## src/rtl/bg_line_renderer.sv

```systemverilog
// Tile-based background line renderer: fetches one line of nametable/pattern data
// into a ping-pong line buffer while the other buffer is scanned out as RGB.
module bg_line_renderer #(
    parameter int TILE_COLS = 32,
    parameter int TILE_ROWS = 30,
    parameter int PIX_BITS  = 2
) (
    input  logic                  cpu_clk,
    input  logic                  rst_n,
    input  logic                  line_start_i,
    input  logic [7:0]            fetch_y_i,
    input  logic [7:0]            scroll_x_i,
    input  logic [7:0]            scroll_y_i,
    input  logic                  enable_i,
    input  logic                  visible_i,
    input  logic [7:0]            current_x_i,
    output logic [9:0]            ntbl_addr_o,
    input  logic [7:0]            ntbl_data_i,
    output logic [7:0]            pmb_addr_o,
    input  logic [8*PIX_BITS-1:0] pmb_data_i,
    input  logic [2:0]            color0_i,
    input  logic [2:0]            color1_i,
    output logic [PIX_BITS-1:0]   r_o,
    output logic [PIX_BITS-1:0]   g_o,
    output logic [PIX_BITS-1:0]   b_o,
    output logic                  busy_o,
    output logic                  overrun_o
);
    localparam int LINE_W  = TILE_COLS * 8;
    localparam int XW      = $clog2(LINE_W);
    localparam int CW      = $clog2(TILE_COLS);
    localparam int PB      = PIX_BITS;
    localparam int WORLD_H = TILE_ROWS * 8;

    typedef enum logic [1:0] {IDLE, NT, PM, WR} state_t;

    state_t        state, state_next;
    logic [CW-1:0] col;
    logic          buf_sel;      // index of the buffer being displayed
    logic [7:0]    scroll_x_q;
    logic [7:0]    world_y;
    logic          hflip_q;
    logic          cs_q;
    logic [9:0]    ntbl_q;
    logic [7:0]    pmb_q;

    logic [PB-1:0] pix_buf [2][LINE_W];
    logic          cs_buf  [2][TILE_COLS];

    logic [8:0]    y_sum;
    logic [7:0]    world_y_next;
    logic [9:0]    ntbl_cur;
    logic [2:0]    pmb_row;
    logic [7:0]    pmb_cur;
    logic [XW-1:0] disp_idx;
    logic [PB-1:0] disp_pix;
    logic          disp_cs;
    logic [2:0]    color;

    // Vertical wrap keeps world_y inside the nametable height.
    assign y_sum        = {1'b0, fetch_y_i} + {1'b0, scroll_y_i};
    assign world_y_next = (y_sum >= 9'(WORLD_H)) ? 8'(y_sum - 9'(WORLD_H)) : y_sum[7:0];

    assign ntbl_cur = 10'({world_y[7:3], col});
    assign pmb_row  = ntbl_data_i[5] ? ~world_y[2:0] : world_y[2:0];
    assign pmb_cur  = {ntbl_data_i[4:0], pmb_row};

    assign ntbl_addr_o = (state == NT) ? ntbl_cur : ntbl_q;
    assign pmb_addr_o  = (state == PM) ? pmb_cur : pmb_q;
    assign busy_o      = (state != IDLE);

    always_comb begin
        state_next = state;
        case (state)
            IDLE: state_next = IDLE;
            NT:   state_next = PM;
            PM:   state_next = WR;
            WR:   state_next = (col == CW'(TILE_COLS - 1)) ? IDLE : NT;
            default: state_next = IDLE;
        endcase
        if (line_start_i) state_next = NT;
    end

    assign disp_idx = XW'(current_x_i + scroll_x_q);
    assign disp_pix = pix_buf[buf_sel][disp_idx];
    assign disp_cs  = cs_buf[buf_sel][disp_idx[XW-1:3]];
    assign color    = disp_cs ? color1_i : color0_i;

    always_ff @(posedge cpu_clk or negedge rst_n) begin
        if (!rst_n) begin
            state      <= IDLE;
            col        <= '0;
            buf_sel    <= 1'b0;
            scroll_x_q <= '0;
            world_y    <= '0;
            hflip_q    <= 1'b0;
            cs_q       <= 1'b0;
            ntbl_q     <= '0;
            pmb_q      <= '0;
            overrun_o  <= 1'b0;
            r_o        <= '0;
            g_o        <= '0;
            b_o        <= '0;
        end else begin
            state <= state_next;
            if (state == NT) ntbl_q <= ntbl_cur;
            if (state == PM) begin
                pmb_q   <= pmb_cur;
                hflip_q <= ntbl_data_i[6];
                cs_q    <= ntbl_data_i[7];
            end
            // A new line always wins; a fill still in flight is abandoned.
            if (line_start_i) begin
                buf_sel    <= ~buf_sel;
                scroll_x_q <= scroll_x_i;
                world_y    <= world_y_next;
                col        <= '0;
                if (state != IDLE) overrun_o <= 1'b1;
            end else if (state == WR) begin
                col <= col + 1'b1;
            end
            if (visible_i && enable_i) begin
                r_o <= disp_pix & {PB{color[2]}};
                g_o <= disp_pix & {PB{color[1]}};
                b_o <= disp_pix & {PB{color[0]}};
            end else begin
                r_o <= '0;
                g_o <= '0;
                b_o <= '0;
            end
        end
    end

    always_ff @(posedge cpu_clk) begin
        if (state == WR && !line_start_i) begin
            for (int k = 0; k < 8; k++) begin
                pix_buf[~buf_sel][{col, 3'(k)}] <= hflip_q ? pmb_data_i[k*PB +: PB]
                                                           : pmb_data_i[(7-k)*PB +: PB];
            end
            cs_buf[~buf_sel][col] <= cs_q;
        end
    end
endmodule
```

## config.mk

```make
export PLATFORM = sky130hd
export DESIGN_NAME = bg_line_renderer
export DESIGN_NICKNAME = d
export VERILOG_FILES = /design/src/rtl/bg_line_renderer.sv
export SDC_FILE = /design/constraint.sdc
export NUM_CORES = 1
export LEC_CHECK = 0
export ABC_AREA = 0
export CAP_MARGIN = 5
export CELL_PAD_IN_SITES_DETAIL_PLACEMENT = 0
export CELL_PAD_IN_SITES_GLOBAL_PLACEMENT = 1
export CORE_MARGIN = 10
export CORE_UTILIZATION = 50
export DETAILED_ROUTE_END_ITERATION = 6
export DONT_BUFFER_PORTS = 1
export PLACE_DENSITY = 0.7
export SYNTH_ARGS = -nofsm -noshare
export SYNTH_HDL_FRONTEND = slang
export SYNTH_SLANG_ARGS = --single-unit
```

## constraint.sdc

```tcl
create_clock -name cpu_clk -period 6.5 [get_ports cpu_clk]
set_input_delay 1.3 -clock cpu_clk [delete_from_list [all_inputs] [get_ports cpu_clk]]
set_output_delay 1.3 -clock cpu_clk [all_outputs]
set_load 0.03 [all_outputs]
```

Word level (Yosys, flattened, before mapping). Memories as Yosys holds them, arrays and structs flattened. Cells that the tools add are included.

Register bits: 51. RAM bits: 1088. Input bits: 67. Output and inout port bits: 26. Word-level logic and storage cells: 7299. Memories: 2.

$add $sub $neg: 4. Order comparisons: 21. Equality and inequality tests: 4. Mux-type cells: 3639. Bitwise logic cells: 3600. Reductions and logical operators: 16.

Memory list: pix_buf (depth 2, bits a word 512, read ports 1, clocked after memory_dff 0, write ports 1, line 47) `logic [PB-1:0] pix_buf [2][LINE_W];`; cs_buf (depth 2, bits a word 32, read ports 1, clocked after memory_dff 0, write ports 1, line 48) `logic cs_buf [2][TILE_COLS];`.

Operator list (number): two-way mux 512 bit (8); two-way mux 1 bit (3589); OR 1 bit (3584); demux 2 bit (select 8 bit) (8); >= comparator 9 bit (second input constant) (9); NOT 8 -> 9 bit (9); < comparator 9 x 1 -> 1 bit (second input constant) (8); two-way mux 2 bit (22); two-way mux 32 bit (1); binary-select mux 2 bit (select 8 bit) (1); two-way mux 8 bit (2); >= comparator 6 bit (second input constant) (2); NOT 5 -> 6 bit (2); logical AND 1 bit (11); two-way mux 10 bit (1); two-way mux 5 bit (2); adder 8 x 8 -> 9 bit (1); >= comparator 9 x 8 -> 1 bit (second input constant) (1); adder 8 bit (1); one-hot mux 2 bit (4 select lines) (1); subtractor 8 bit (second input constant) (1); AND 2 bit (3); < comparator 6 x 1 -> 1 bit (second input constant) (1); two-way mux 3 bit (2); 12 further kinds (14).

Logic depth before layout (Yosys ltp). Gate-level depths: netlist of the first run.

Word-level depth: 13. Mapped depth: 15. Mapped depth without buffers: 13.

Worst setup path after synthesis of the first run. Ideal clock, no wire load.

Path kind: in2reg. Start: input port current_x_i[0]. End: register b_o[0]. Setup time: 0.128 ns. Data arrival time: 4.015 ns. Required time: 6.372 ns. Slack: 2.358 ns. Cell stages on the path: 13. Buffers on the path: 2. Cell sequence: ha_1 -> inv_1 -> fa_1 -> buf_2 -> clkbuf_1 -> mux4_2 -> and2_1 -> a211oi_1 -> a2111oi_0 -> o2111ai_1 -> o211ai_1 -> nor4_4 -> nor2_1.

Longest elaborated chain between the ends: 8. Elaborated cells on any way between the ends: 12. Classes of those cells: 1 x add/sub; 8 x mux; 3 x bitwise.

Ends and longest elaborated chain: from (decl) (line 16) `input logic [7:0] current_x_i,`; adder 8 bit (*) (line 84) `assign disp_idx = XW'(current_x_i + scroll_x_q);`; parallel branches: the longest is 5 deep, another holds NOT 8 -> 9 bit; AND 2 bit (*) (line 125) `b_o <= disp_pix & {PB{color[0]}};`; two-way mux 2 bit (*) (line 122) `if (visible_i && enable_i) begin`; to (signal assigned) (line 125); to (decl) (line 25) `output logic [PIX_BITS-1:0] b_o,`.

Mark *: on every way between the ends. The select of a mux whose other input is x is not followed. A chain may end at the register's enable or synchronous reset.

Worst setup path after layout of the first run.
Start: input port current_x_i[0]. End: register r_o[0].

Longest elaborated chain between the ends: 8. Elaborated cells on any way between the ends: 12. Classes of those cells: 1 x add/sub; 8 x mux; 3 x bitwise.

Ends and longest elaborated chain: adder 8 bit (*) (line 84); parallel branches: the longest is 5 deep, another holds NOT 8 -> 9 bit; AND 2 bit (*) (line 123) `r_o <= disp_pix & {PB{color[2]}};`; two-way mux 2 bit (*) (line 122); to (signal assigned) (line 123); to (decl) (line 23) `output logic [PIX_BITS-1:0] r_o,`.

Marked as above.

==> results of run 1 <==
## worst max-delay path by stage
stage | startpoint | endpoint | slack, ns | cells past startpoint
after floorplan | current_x_i[0] | b_o[0] | 2.36 | 13
after global placement | current_x_i[0] | g_o[0] | 0.95 | 13
after detailed placement | current_x_i[0] | r_o[0] | 1.30 | 14
after CTS | scroll_x_q[0] | r_o[0] | 2.04 | 14
after global routing | current_x_i[0] | r_o[1] | 1.78 | 13
final | current_x_i[0] | r_o[0] | 1.84 | 13
## cells by family after synthesis
kind of cell             synth area share (%)
AND/OR/NAND/NOR                         3.464
multiplexers                            14.60
flip-flops                              70.99
AO/OA/AOI/OAI                           7.692
adder cells (fa/ha/maj)                0.7378
XOR/XNOR                               0.3977
buffers and inverters                   2.124
## final cells by class
| cell class | instances | area [um^2] |
|---|---|---|
| timing repair buffer | 122 | 1049 |
| clock inverter | 72 | 606.8 |
| clock buffer | 148 | 3074 |
| sequential | 1139 | 33950 |
| tap | 1265 | 1583 |
| inverter | 16 | 60.06 |
| multi-input combinational | 1393 | 13470 |
| antenna | 2 | 5.005 |
| fill | 7369 | 41210 |
## worst max-delay path, delay by kind of cell
family                   cells  cell delay (ns)
AND/OR/NAND/NOR              6             2.23
buffers and inverters        3             0.64
adder cells (fa/ha/maj)      2             0.61
multiplexers                 1             0.28
AO/OA/AOI/OAI                1             0.11
## per-layer routing
layer / GRT usage (%) / up-vias
met1: 30.97 / 14153
met3: 5.606 / 263
met2: 38.37 / 1271
met5: 0.2217 / -
li1: - / 11340
met4: 9.865 / 8
## per-stage QoR
step           hold WS, ns  instances
2_1_floorplan       0.4462       2758
3_3_place_gp        0.4827       3933
3_5_place_dp        0.4881       3935
4_1_cts             0.2464       4155
5_1_grt             0.2640       4157
6_report            0.2827       4157
## power by group through the flow
stage                     Combinational (uW)  Sequential, uW  Clock (uW)
after floorplan                         3720            8980           0
after CTS                               5660            8970        6570
final                                   5640            8950        6470
after detailed placement                5640            9120           0
after global routing                    5990            8980        6870
after global placement                  5520            9110           0
## state kept, by name, summed over array words and instances, names as in the netlist
register    cells
g_o             2
state           2
col             5
b_o             2
r_o             2
scroll_x_q      8
overrun_o       1
pmb_q           8
cs_q            1
cs_buf         64
pix_buf      1024
ntbl_q         10
hflip_q         1
world_y         8
buf_sel         1
## cells in the mapped netlist, drive strengths merged, types with 26 or more instances
cell	instances	area [um^2]
dfrtp	51	1276
a22oi	68	510.5
a21oi	482	2412
mux4	279	6291
nand3	26	130.1
mux2i	33	330.3
nand2	58	217.7
edfxtp	1088	32670
mux2	32	360.4
buf	70	430.4
nor3	80	411.7
nor2	131	491.7
clkbuf	140	525.5
==> results.py, run 1 <==
metrics = {
    "pwr": {
        "leakage_power_of_the_design_uw": 0.01704,
        "power_frac_comb_pct": 26.8,
        "power_density_nw_per_um2": 391.5,
        "vdd.ir_drop.worst_uv": 369.7,
        "share_seq_of_total_power_pct": 42.5,
        "power.total_uw": 21060,
        "clock_power_share_pct": 30.7,
        "p_sw_share_pct": 31.42,
        "power.switching_uw": 6617,
        "internal_cell_power_uw": 14440,
    },
    "synth": {
        "synth_sequential_area_ratio_pct": 70.99,
        "ys_warn_count": 0,
        "synth_fp_nets": 2852,
        "yosysUniqueCellTypes": 69,
        "synth-seq-cells": 1139,
        "synth_edf_count": 1088,
        "synth_flop_cell": "edfxtp_1",
        "postSynthCellCount": 2758,
        "synthesis.area_um2": 47820,
        "synthesis.area_per_instance_um2": 17.34,
        "ys_async_sr_fraction_pct": 4.478,
    },
    "floorplan": {
        "effective_utilization_at_floorplan_pct": 50.33,
        "die_height_um": 329.3,
        "site_rows": 113,
        "design.die.area_um2": 108400,
        "design.core.area_um2": 95010,
        "ios": 93,
        "die_w_um": 329.3,
    },
    "sta": {
        "finalCriticalPeriod_ns": 4.662,
        "timing_max_transition_violations_final": 0,
        "min_period_over_period_pct": 71.72,
        "max_clock_freq_mhz": 214.5,
        "clock-skew-final_ns": 0.03527,
        "finalHoldViolCount": 0,
        "unrepaired_setup_endpoints_after_global_routing": "no",
        "timing.setup.tns_ns": 0,
        "worst_slack_ns": 1.839,
        "worst_pin_slew_ns": 1.192,
        "setup_violations": 0,
        "relSlewSlack_pct": 20.23,
    },
    "finish": {
        "fin_nets": 2882,
        "layout_commonest_cell": "edfxtp_1",
        "fin_area_um2": 53800,
        "layout-drive-gt1-share_pct": 24.33,
        "flow.area_growth_from_synthesis_pct": 12.49,
        "finish.utilization_pct": 56.62,
        "final_cell_mix": "edfxtp_1 (1088), a21oi_1 (482), mux4_2 (277), nor2_1 (126), clkbuf_16 (117)",
    },
    "flow_run": {
        "max-cap-violations": 0,
    },
    "global_routing": {
        "largest_net_degree_at_the_start_of_global_routing": 73,
        "first_global_vias": 27956,
        "grt_use_total_pct": 23.78,
        "grt_antenna_before_repair": 8,
        "wire_length_of_the_first_global_routing_pass_um": 188400,
        "globalRouteOverflowTotal": 0,
    },
    "clock_tree": {
        "clk_latency_ns": 0.71,
        "ctsRootBufferMaster": "clkbuf_16",
        "worst_setup_hold_path_clk_slew_ns": 0.06,
        "clkSinkCount": 1139,
        "htreeDepth": 3,
        "clock_tree_from_tritoncts": "built",
        "cts_post_setup_buffers_inserted": 0,
        "cts_inserted_buffers": 116,
        "cts.repair.resized": 0,
        "holdBufCountCts": 0,
        "clockBufferDepth": 3,
    },
    "setup_path": {
        "worst-endpoint-arrival_ns": 5.30,
        "critical_path.reg2reg.endpoint": "r_o[0]",
        "worst_reg2reg_startpoint": "scroll_x_q[0]",
        "crit_path_cell_trace": "ha_4 > inv_1 > fa_2 > buf_12 > nor2_4 > buf_4 > a22oi_1 > nand2_1 > mux4_2 > nor2_1 > nor4_1 > nor4_4 > nor2_1",
        "r2r_cells": 13,
        "largest_stage_delay_on_the_critical_path_ns": 0.93,
        "crit_required_ns": 7.14,
        "cp-start-kind": "primary input",
        "timing.critical_path.slowest_stage_cell": "nor2_4",
        "path_class": "in2reg",
        "reg2reg_setup_slack_ns": 1.92,
        "cpMostUsedCell": "nor2_1",
        "critical_path.max_fanout": 54,
        "setup.worst_path.end_class": "register",
    },
    "detailed_routing": {
        "post_drt_via_cell_ratio": 6.503,
        "via_count": 27035,
        "dr_wl_met2_um": 63260,
        "finalWirelength_um": 129000,
        "dr_wl_met3_um": 11790,
        "maxUsedRoutingLayer": "met5",
        "drc_violations_left": 0,
        "avgRoutedWirePerCell_um": 31.04,
        "route.layer.met1.wl_um": 48750,
        "detail_route.first_pass.iterations": 6,
        "drt_iter0_drc": 3087,
        "antenna_violating_nets_post_route": 0,
    },
    "outcome": {
        "run_status": "completed",
    },
    "place": {
        "post_dp_cell_area_um2": 50110,
        "hpwlAfterDp_um": 76500,
        "place_congestion": 0.8380,
        "numPortBuffers": 0,
        "setup_ws_pre_cts_ns": 1.305,
    },
    "hold_path": {
        "min_path_type": "in2async",
    },
}
Note: power is estimated with default switching activity, not from simulation.
==> inputs of run 2 (changes only) <==
clock period = 4.3 ns   (was 6.5 ns; I/O delays follow)
==> run 2 against run 1 <==
Compared with the run above:
- clock power rose by 50%
- final area increased by 1.4%
- clock-buffer cell count increased by 9
- register-to-register slack got worse by 1.7 ns
- global-route usage increased by 0.31 points
- critical path depth down 1
- die area did not move
- cell count increased by 2.0%
- non-clock buffer count rose by 89
- core utilization increased by 0.80 points
- critical endpoint is now r_o[1]
- largest cell class unchanged
- largest power group unchanged
==> results.py, run 2 (synthesized netlist as in run 1, its figures left out) <==
metrics = {
    "detailed_routing": {
        "drc_violations_left": 0,
        "finalWirelength_um": 131100,
        "detail_route.first_pass.iterations": 6,
        "avgRoutedWirePerCell_um": 30.91,
        "via_count": 27797,
        "post_drt_via_cell_ratio": 6.554,
        "antenna_violating_nets_post_route": 0,
        "drt_iter0_drc": 3323,
    },
    "floorplan": {
        "die_w_um": 329.3,
        "site_rows": 113,
        "die_height_um": 329.3,
        "effective_utilization_at_floorplan_pct": 50.33,
        "design.die.area_um2": 108400,
        "ios": 93,
        "design.core.area_um2": 95010,
    },
    "clock_tree": {
        "cts_post_setup_buffers_inserted": 0,
        "clock_tree_from_tritoncts": "built",
        "clockBufferDepth": 3,
        "clkSinkCount": 1139,
        "clk_latency_ns": 0.70,
        "ctsRootBufferMaster": "clkbuf_16",
        "worst_setup_hold_path_clk_slew_ns": 0.07,
        "cts_inserted_buffers": 115,
        "htreeDepth": 3,
    },
    "finish": {
        "layout.filler_cells": 7255,
        "layout-drive-gt1-share_pct": 26.37,
        "largest-register": "pix_buf",
        "max_reg_flops": 1024,
        "layout.cells.non_filler": 4241,
        "largest_registers": "pix_buf (1024), cs_buf (64), ntbl_q (10)",
        "final_cell_mix": "edfxtp_1 (1088), a21oi_1 (482), mux4_2 (277), buf_4 (191), nor2_1 (126)",
        "flow.area_growth_from_synthesis_pct": 14.09,
        "fin_nets": 2970,
        "fin_area_um2": 54560,
        "layout_commonest_cell": "edfxtp_1",
        "finish.utilization_pct": 57.43,
    },
    "pwr": {
        "vdd.ir_drop.worst_uv": 501.9,
        "clock_power_share_pct": 30.2,
        "leakage_power_of_the_design_uw": 0.01750,
        "p_sw_share_pct": 31.48,
        "power_density_nw_per_um2": 591.1,
        "share_seq_of_total_power_pct": 41.8,
        "power_frac_comb_pct": 28.0,
        "power.switching_uw": 10150,
        "internal_cell_power_uw": 22100,
    },
    "hold_path": {
        "min_delay_worst_endpoint": "col[2]",
        "min_path_type": "in2reg",
        "holdCritStartpoint": "line_start_i",
        "worst_hold_path.num_cells": 1,
    },
    "global_routing": {
        "grt_use_total_pct": 24.09,
        "largest_net_degree_at_the_start_of_global_routing": 64,
        "wire_length_of_the_first_global_routing_pass_um": 191500,
        "first_global_vias": 28026,
        "globalRouteOverflowTotal": 0,
        "grt_antenna_before_repair": 4,
    },
    "setup_path": {
        "setup.worst_path.end_class": "register",
        "crit_required_ns": 4.88,
        "r2r_cells": 12,
        "worst-endpoint-arrival_ns": 4.66,
        "cp-start-kind": "register",
        "path_class": "reg2reg",
        "worst_reg2reg_startpoint": "scroll_x_q[0]",
        "critical_path.reg2reg.endpoint": "r_o[1]",
        "critical_path.max_fanout": 9,
        "reg2reg_setup_slack_ns": 0.22,
    },
    "place": {
        "hpwlAfterDp_um": 82310,
        "setup_ws_pre_cts_ns": -0.04671,
        "post_dp_cell_area_um2": 50860,
        "numPortBuffers": 0,
        "dpl.cell_count": 4022,
        "place_congestion": 0.8806,
    },
    "sta": {
        "max_clock_freq_mhz": 245.1,
        "finalCriticalPeriod_ns": 4.079,
        "worst_pin_slew_ns": 1.113,
        "worst_slack_ns": 0.2206,
        "timing_max_transition_violations_final": 0,
        "relSlewSlack_pct": 25.45,
        "clock-skew-final_ns": 0.02858,
        "finalHoldViolCount": 0,
        "hold_ws_ns": 0.2240,
        "unrepaired_setup_endpoints_after_global_routing": "no",
        "min_period_over_period_pct": 94.87,
        "setup_violations": 0,
    },
    "flow_run": {
        "max-cap-violations": 0,
    },
    "outcome": {
        "run_status": "completed",
    },
}
[run 2: cell count changes in the layout (fill, tap and decap cells not counted), moves of 3 or more]
cell | previous run | this run
nand2_2 | 0 | 3
nand2_1 | 58 | 55
buf_12 | 9 | 18
buf_4 | 112 | 191
clkinv_2 | 28 | 16
clkbuf_1 | 28 | 33
[run 2: power by group through the flow]
stage / sequential (uW) / combinational, uW / clock [uW]
after floorplan: 13600 / 5620 / 0
after global placement: 13700 / 8820 / 0
after detailed placement: 13700 / 8980 / 0
after CTS: 13500 / 9020 / 9860
after global routing: 13500 / 9560 / 10300
final: 13500 / 9030 / 9730
[run 2: repair_timing]
action,in CTS,in global routing
hold buffers,2,0
endpoints found under the hold margin,51,0
gates resized for setup,0,0
[run 2: worst max-delay path, stage by stage (launching register included)]
cell      delay, ns
dfrtp_1        0.46
ha_4           0.20
inv_1          0.07
fa_2           0.31
nor2b_1        0.10
o22a_1         0.24
xnor2_2        0.86
buf_4          0.35
nand2_1        0.13
o31ai_1        0.51
o21ai_0        0.26
a311oi_2       0.36
nor2_1         0.09
[run 2: worst max path at each step]
| stage | depth (start not counted) | slack [ns] | startpoint | to |
|---|---|---|---|---|
| after floorplan | 13 | 0.60 | current_x_i[0] | b_o[0] |
| after global placement | 14 | 0.02 | current_x_i[0] | b_o[0] |
| after detailed placement | 14 | -0.05 | current_x_i[0] | r_o[0] |
| after CTS | 14 | 0.29 | scroll_x_q[0] | r_o[0] |
| after global routing | 14 | 0.13 | scroll_x_q[0] | r_o[0] |
| final | 12 | 0.22 | scroll_x_q[0] | r_o[1] |
[run 2: area by class of cell]
| type | count | area (um^2) | share of cell area [%] |
|---|---|---|---|
| flip-flops and latches | 1139 | 33950 | 62.23 |
| clock inverters | 57 | 483.0 | 0.8852 |
| clock buffers | 157 | 3171 | 5.811 |
| inverters | 16 | 60.06 | 0.1101 |
| repair buffers | 211 | 1832 | 3.357 |
| multi-input cells | 1393 | 13470 | 24.69 |
| diodes | 3 | 7.507 | 0.01376 |
| well taps | 1265 | 1583 | 2.901 |
[run 2: stage by stage]
stage | power (uW) | setup TNS [ns]
after floorplan | 19190 | 0
final | 32250 | 0
after CTS | 32390 | 0
after detailed placement | 22710 | -0.1136
after global placement | 22550 | 0
after global routing | 33370 | 0
[run 2: layer usage]
layer | vias to the layer above | GRT usage (%) | part of all wire, %
li1 | 11502 | - | -
met4 | 2 | 8.405 | 3.7
met5 | - | 0.2661 | 0.031
met1 | 14562 | 33.34 | 39
met3 | 276 | 4.575 | 9.1
met2 | 1455 | 38.27 | 49
